File: src/rtl/piso_stream.sv
// rtl/piso_stream.sv - parallel-in serial-out word transmitter with sclk/cs_n framing.
// Optional serial capture path (sdi_in -> data_out) enabled by macro PISO_STREAM_SDI_EN.
module piso_stream #(
  parameter int SIZE      = 8,
  parameter int DIV       = 2,
  parameter int LSB_FIRST = 0
) (
  input  logic            clk_in,
  input  logic            reset_in,
  input  logic [SIZE-1:0] data_in,
  input  logic            valid_in,
  output logic            ready_out,
  output logic            r_out,
  output logic            sclk_out,
  output logic            cs_n_out,
`ifdef PISO_STREAM_SDI_EN
  input  logic            sdi_in,
  output logic [SIZE-1:0] data_out,
`endif
  output logic            done_out
);

  localparam int DW = $clog2(DIV + 1);
  localparam int BW = $clog2(SIZE + 1);
  localparam logic [DW-1:0] DIV_LAST = DW'(DIV - 1);
  localparam logic [BW-1:0] BIT_LAST = BW'(SIZE - 1);
  localparam logic [BW-1:0] BIT_END  = BW'(SIZE);

  typedef enum logic [1:0] {IDLE, SETUP, SHIFT, HOLD} state_t;

  state_t          r_state, w_state;
  logic [DW-1:0]   r_div_cnt, w_div_cnt;
  logic [BW-1:0]   r_bit_cnt, w_bit_cnt;
  logic [SIZE-1:0] r_shreg, w_shreg;
  logic            r_sdo, w_sdo;
  logic            r_sclk, w_sclk;
  logic            r_cs_n, w_cs_n;
  logic            r_done, w_done;
  logic            w_div_last;

  assign w_div_last = (r_div_cnt == DIV_LAST);

  always_ff @(posedge clk_in or posedge reset_in) begin
    if (reset_in) begin
      r_state   <= IDLE;
      r_div_cnt <= '0;
      r_bit_cnt <= '0;
      r_shreg   <= '0;
      r_sdo     <= 1'b0;
      r_sclk    <= 1'b0;
      r_cs_n    <= 1'b1;
      r_done    <= 1'b0;
    end else begin
      r_state   <= w_state;
      r_div_cnt <= w_div_cnt;
      r_bit_cnt <= w_bit_cnt;
      r_shreg   <= w_shreg;
      r_sdo     <= w_sdo;
      r_sclk    <= w_sclk;
      r_cs_n    <= w_cs_n;
      r_done    <= w_done;
    end
  end

  always_comb begin
    w_state   = r_state;
    w_div_cnt = r_div_cnt;
    w_bit_cnt = r_bit_cnt;
    w_shreg   = r_shreg;
    w_sdo     = r_sdo;
    w_sclk    = r_sclk;
    w_cs_n    = r_cs_n;
    w_done    = 1'b0;
    case (r_state)
      IDLE: begin
        if (valid_in) begin
          w_state   = SETUP;
          w_shreg   = data_in;
          w_sdo     = (LSB_FIRST != 0) ? data_in[0] : data_in[SIZE-1];
          w_cs_n    = 1'b0;
          w_sclk    = 1'b0;
          w_div_cnt = '0;
          w_bit_cnt = '0;
        end
      end
      SETUP: begin
        if (w_div_last) begin
          w_state   = SHIFT;
          w_div_cnt = '0;
          w_sclk    = 1'b1;
        end else begin
          w_div_cnt = r_div_cnt + 1'b1;
        end
      end
      SHIFT: begin
        if (!w_div_last) begin
          w_div_cnt = r_div_cnt + 1'b1;
        end else begin
          w_div_cnt = '0;
          if (r_sclk) begin
            // Falling edge: advance data, except after the last bit so r_out holds through HOLD.
            w_sclk    = 1'b0;
            w_bit_cnt = r_bit_cnt + 1'b1;
            if (r_bit_cnt != BIT_LAST) begin
              if (LSB_FIRST != 0) begin
                w_shreg = r_shreg >> 1;
                w_sdo   = r_shreg[1];
              end else begin
                w_shreg = r_shreg << 1;
                w_sdo   = r_shreg[SIZE-2];
              end
            end
          end else if (r_bit_cnt == BIT_END) begin
            w_state = HOLD;
          end else begin
            w_sclk = 1'b1;
          end
        end
      end
      HOLD: begin
        if (w_div_last) begin
          w_state   = IDLE;
          w_cs_n    = 1'b1;
          w_done    = 1'b1;
          w_div_cnt = '0;
          w_bit_cnt = '0;
        end else begin
          w_div_cnt = r_div_cnt + 1'b1;
        end
      end
      default: w_state = IDLE;
    endcase
  end

  assign ready_out = (r_state == IDLE);
  assign r_out     = r_sdo;
  assign sclk_out  = r_sclk;
  assign cs_n_out  = r_cs_n;
  assign done_out  = r_done;

`ifdef PISO_STREAM_SDI_EN
  logic [SIZE-1:0] r_cap;
  logic [SIZE-1:0] r_data;

  // sdi_in is sampled on the edge that raises sclk, mirroring the transmit bit order.
  always_ff @(posedge clk_in or posedge reset_in) begin
    if (reset_in) begin
      r_cap  <= '0;
      r_data <= '0;
    end else begin
      if (w_sclk && !r_sclk) begin
        r_cap <= (LSB_FIRST != 0) ? {sdi_in, r_cap[SIZE-1:1]} : {r_cap[SIZE-2:0], sdi_in};
      end
      if (w_done) begin
        r_data <= r_cap;
      end
    end
  end

  assign data_out = r_data;
`endif

endmodule

File: config.mk
export PLATFORM = sky130hd
export DESIGN_NAME = piso_stream
export DESIGN_NICKNAME = d
export VERILOG_FILES = /design/src/rtl/piso_stream.sv
export SDC_FILE = /design/constraint.sdc
export NUM_CORES = 1
export LEC_CHECK = 0
export ABC_AREA = 1
export CAP_MARGIN = 5
export CORE_UTILIZATION = 40
export DETAILED_ROUTE_END_ITERATION = 16
export DONT_BUFFER_PORTS = 1
export SYNTH_ARGS = -nofsm -noshare
export SYNTH_HDL_FRONTEND = slang
export SYNTH_SLANG_ARGS = --single-unit
export TNS_END_PERCENT = 5
File: constraint.sdc
create_clock -name clk_in -period 1.56 [get_ports clk_in]
set_input_delay 0.078 -clock clk_in [delete_from_list [all_inputs] [get_ports clk_in]]
set_output_delay 0.078 -clock clk_in [all_outputs]
set_load 0.02 [all_outputs]
==> flow_summary_export.csv <==
group,metric,value,unit
global_route,grt_pass1_wl,4150,um
critical_path,path_cells,"buf_4 -> ha_1 -> nand2_1 -> nand2_1 -> nor2_1 -> nand3_1 -> nand2_1 -> nand2_1",
timing,finalSetupTns,0,ns
timing,timing.fmax,0.688,GHz
cells_and_area,postLayoutCellArea,1320,um^2
logic_synthesis,yosysSeqAreaShare,0.413,
timing,period_needed,1.45,ns
floorplan,start_util,0.422,
logic_synthesis,synth_commonest_cells,"nand2_1 (64), dfrtp_1 (18), inv_1 (16)",
detailed_routing,viasPerCell,5.08,
logic_synthesis,synth_ff_type,"dfrtp_1",
timing,setup_viol,0,
critical_path,worstPathRequired,1.76,ns
detailed_routing,routed_wl,2450,um
timing,fin_skew,0.00866,ns
critical_path,cp-end-kind,"flip-flop",
clock_network,clk-insertion-delay-late,0.30,ns
critical_path,rr_worst_depth,8,
power_and_ir_drop,power.leakage,0.713,nW
floorplan,die_x,55.7,um
floorplan,rows,19,
placed_design,dp_cells,190,
flow_run,cap_viol_max_count,0,
logic_synthesis,ys_seq_elements,19,
critical_path,critPathTopFamily,"simple AND/OR/NAND/NOR gates",
logic_synthesis,synth-edff-count,0,
floorplan,dieArea,3110,um^2
logic_synthesis,synth_cell_types,22,
detailed_routing,drt_iter0_markers,49,
critical_path,reg2reg_from,"r_state[1]",
logic_synthesis,yosys.area.top_type,"dfrtp_1",
global_route,antenna_found_initial,0,
cells_and_area,num-fill-cells,277,
status,outcome,"completed",
cells_and_area,antennaDiodeCount,0,
global_route,grt_max_degree,20,
clock_network,cts_tree,"done",
timing,slew_headroom,0.507,
logic_synthesis,synth_area_per_cell,7.50,um^2
logic_synthesis,synthCells,154,
global_route,grt_pass1_vias,966,
clock_network,cts-root-buf,"clkbuf_4",
timing,hold_slack,0.00324,ns
clock_network,cts_buffers,3,
detailed_routing,ant_nets,0,
critical_path,worstSetupPathType,"reg2reg",
clock_network,clock_sinks,19,
logic_synthesis,yosysMostFrequentCell,"nand2_1",
logic_synthesis,syn_area,1150,um^2
placed_design,post-place-ws,-0.00575,ns
critical_path,cp.arrival,1.65,ns
floorplan,die_h,55.7,um
detailed_routing,dr_total_vias,1005,
detailed_routing,route.detailed.drc,0,
placed_design,place_area,1230,um^2
cells_and_area,syn2layout_area_growth,14.1,%
clock_network,h-tree-depth,1,
critical_path,cpPeakStageDelay,0.44,ns
logic_synthesis,synth_warnings,0,
timing,drv_slew,0,
power_and_ir_drop,p_total,2.75,mW
logic_synthesis,synth_area_leaders,"dfrtp_1 (39%), nand2_1 (21%), ha_1 (9.8%)",
clock_network,clk_path_buf_depth,2,
timing,finalHoldViolations,0,
logic_synthesis,synth_top_cell_area_share,0.390,
placed_design,gp_congestion,0.851,
clock_network,path_clk_slew,0.12,ns
placed_design,portBuffers,0,
critical_path,r2r_end,"r_state[1]",
cells_and_area,fin_cells,198,
critical_path,critPathMostFrequentCell,"nand2_1",
critical_path,critPathLaunchType,"flip-flop",
cells_and_area,utilization,0.482,
timing,fin_crit_sh,0.931,
floorplan,ioPinCount,16,
hold_path,hp-class,"in2reg",
critical_path,path_buf_inv,1,
cells_and_area,fin_nets,188,
power_and_ir_drop,peakVddDrop,1200,uV
timing,fin_ws,0.107,ns
floorplan,core_area,2730,um^2
critical_path,r2r_setup_slack,0.11,ns
timing,worst_slew_pin_slew,0.738,ns
logic_synthesis,syn_nets,174,
global_route,gr-total-overflow,0,
placed_design,dp_hpwl,1790,um
detailed_routing,drtPass1Iterations,5,
critical_path,cp_slowest_cell,"dfrtp_1",
power_and_ir_drop,p_per_area,2090,nW/um^2
hold_path,worstHoldStart,"data_in[2]",
global_route,track_usage,0.169,
hold_path,whs_path_depth,4,
cells_and_area,drive_gt1_frac,0.168,
detailed_routing,wl_per_cell,12.4,um
critical_path,path_max_fanout,4,
logic_synthesis,async_flop_share,1.00,
hold_path,hold_end,"r_shreg[2]",
## how the worst max path moves through the flow
| stage | startpoint | end | cells past startpoint |
|---|---|---|---|
| 6_report | r_state[1] | r_state[1] | 8 |
| 3_3_place_gp | r_state[0] | r_shreg[0] | 7 |
| 5_1_grt | r_state[1] | r_shreg[1] | 8 |
| 3_5_place_dp | r_state[0] | r_shreg[0] | 7 |
| 2_1_floorplan | r_state[0] | r_out | 8 |
| 4_1_cts | r_state[0] | r_shreg[0] | 7 |
## final cells by class
cell class              count  area [um^2]  share of cell area
inverters                  19         73.8              0.0560
well taps                  31         38.8              0.0294
repair buffers              9         72.6              0.0551
clock inverters             1         5.00             0.00380
clock buffers               3         22.5              0.0171
flip-flops and latches     19          477               0.362
multi-input cells         116          628               0.477
## kinds of logic after synthesis
kind of cell    count (synthesis)  share of synthesized area
compound gates                 13                     0.0672
simple gates                   92                      0.347
flops                          19                      0.413
fa+ha+maj                       9                     0.0975
xor+xnor                        1                    0.00759
buf+inv                        20                     0.0683
## sequential cells by signal, indices dropped and copies added, names as in the netlist
signal     flops
r_shreg        7
cs_n_out       1
r_out          1
r_state        2
sclk_out       1
r_div_cnt      2
done_out       1
r_bit_cnt      4
## timing repair
action / CTS / global route
setup buffers: 0 / 1
endpoints found under the hold margin: 19 / 0
gates cloned: 0 / 1
gates resized for setup: 1 / 6
setup endpoints to repair: 8 / 14
hold buffers: 2 / 0
pin swaps: 0 / 2
## layer usage
| metal | routed length (um) | vias to the layer above | track usage |
|---|---|---|---|
| li1 | - | 508 | - |
| met1 | 1070 | 469 | 0.218 |
| met2 | 1250 | 24 | 0.275 |
| met3 | 92 | 4 | 0.0256 |
| met4 | 38 | 0 | 0.0857 |
| met5 | 0 | - | 0 |
## placed cells by master (no fill, tap or decap)
master,n
nand2_1,63
dfrtp_1,18
inv_1,15
nand3_1,14
ha_1,7
buf_4,7
nor2_1,5
o21ai_0,5
inv_2,3
a21oi_1,3
clkbuf_4,3
nand2_2,2
o21ai_2,2
nor2_2,2
nor2_4,2
nand4_1,2
dlygate4sd3_1,2
inv_4,1
nand2_4,1
xnor2_1,1
nand3_2,1
a21boi_0,1
o21ai_1,1
nand3b_1,1
o211ai_1,1
ha_2,1
ha_4,1
clkinv_2,1
dfstp_2,1
## worst register-to-register path: cells and delay by family (launching register included)
family | cells | cell delay [ns]
adder cells (fa/ha/maj) | 1 | 0.22
flip-flops | 1 | 0.44
AND/OR/NAND/NOR | 6 | 0.54
buffers and inverters | 1 | 0.15
## where the power goes
part	total [mW]	switching, mW	internal, mW	leakage [nW]
sequential	0.866	0.167	0.699	0.243
combinational	1.63	1.03	0.594	0.453
clock	0.259	0.164	0.0956	0.0177
Power figures use the tool's default switching activity.
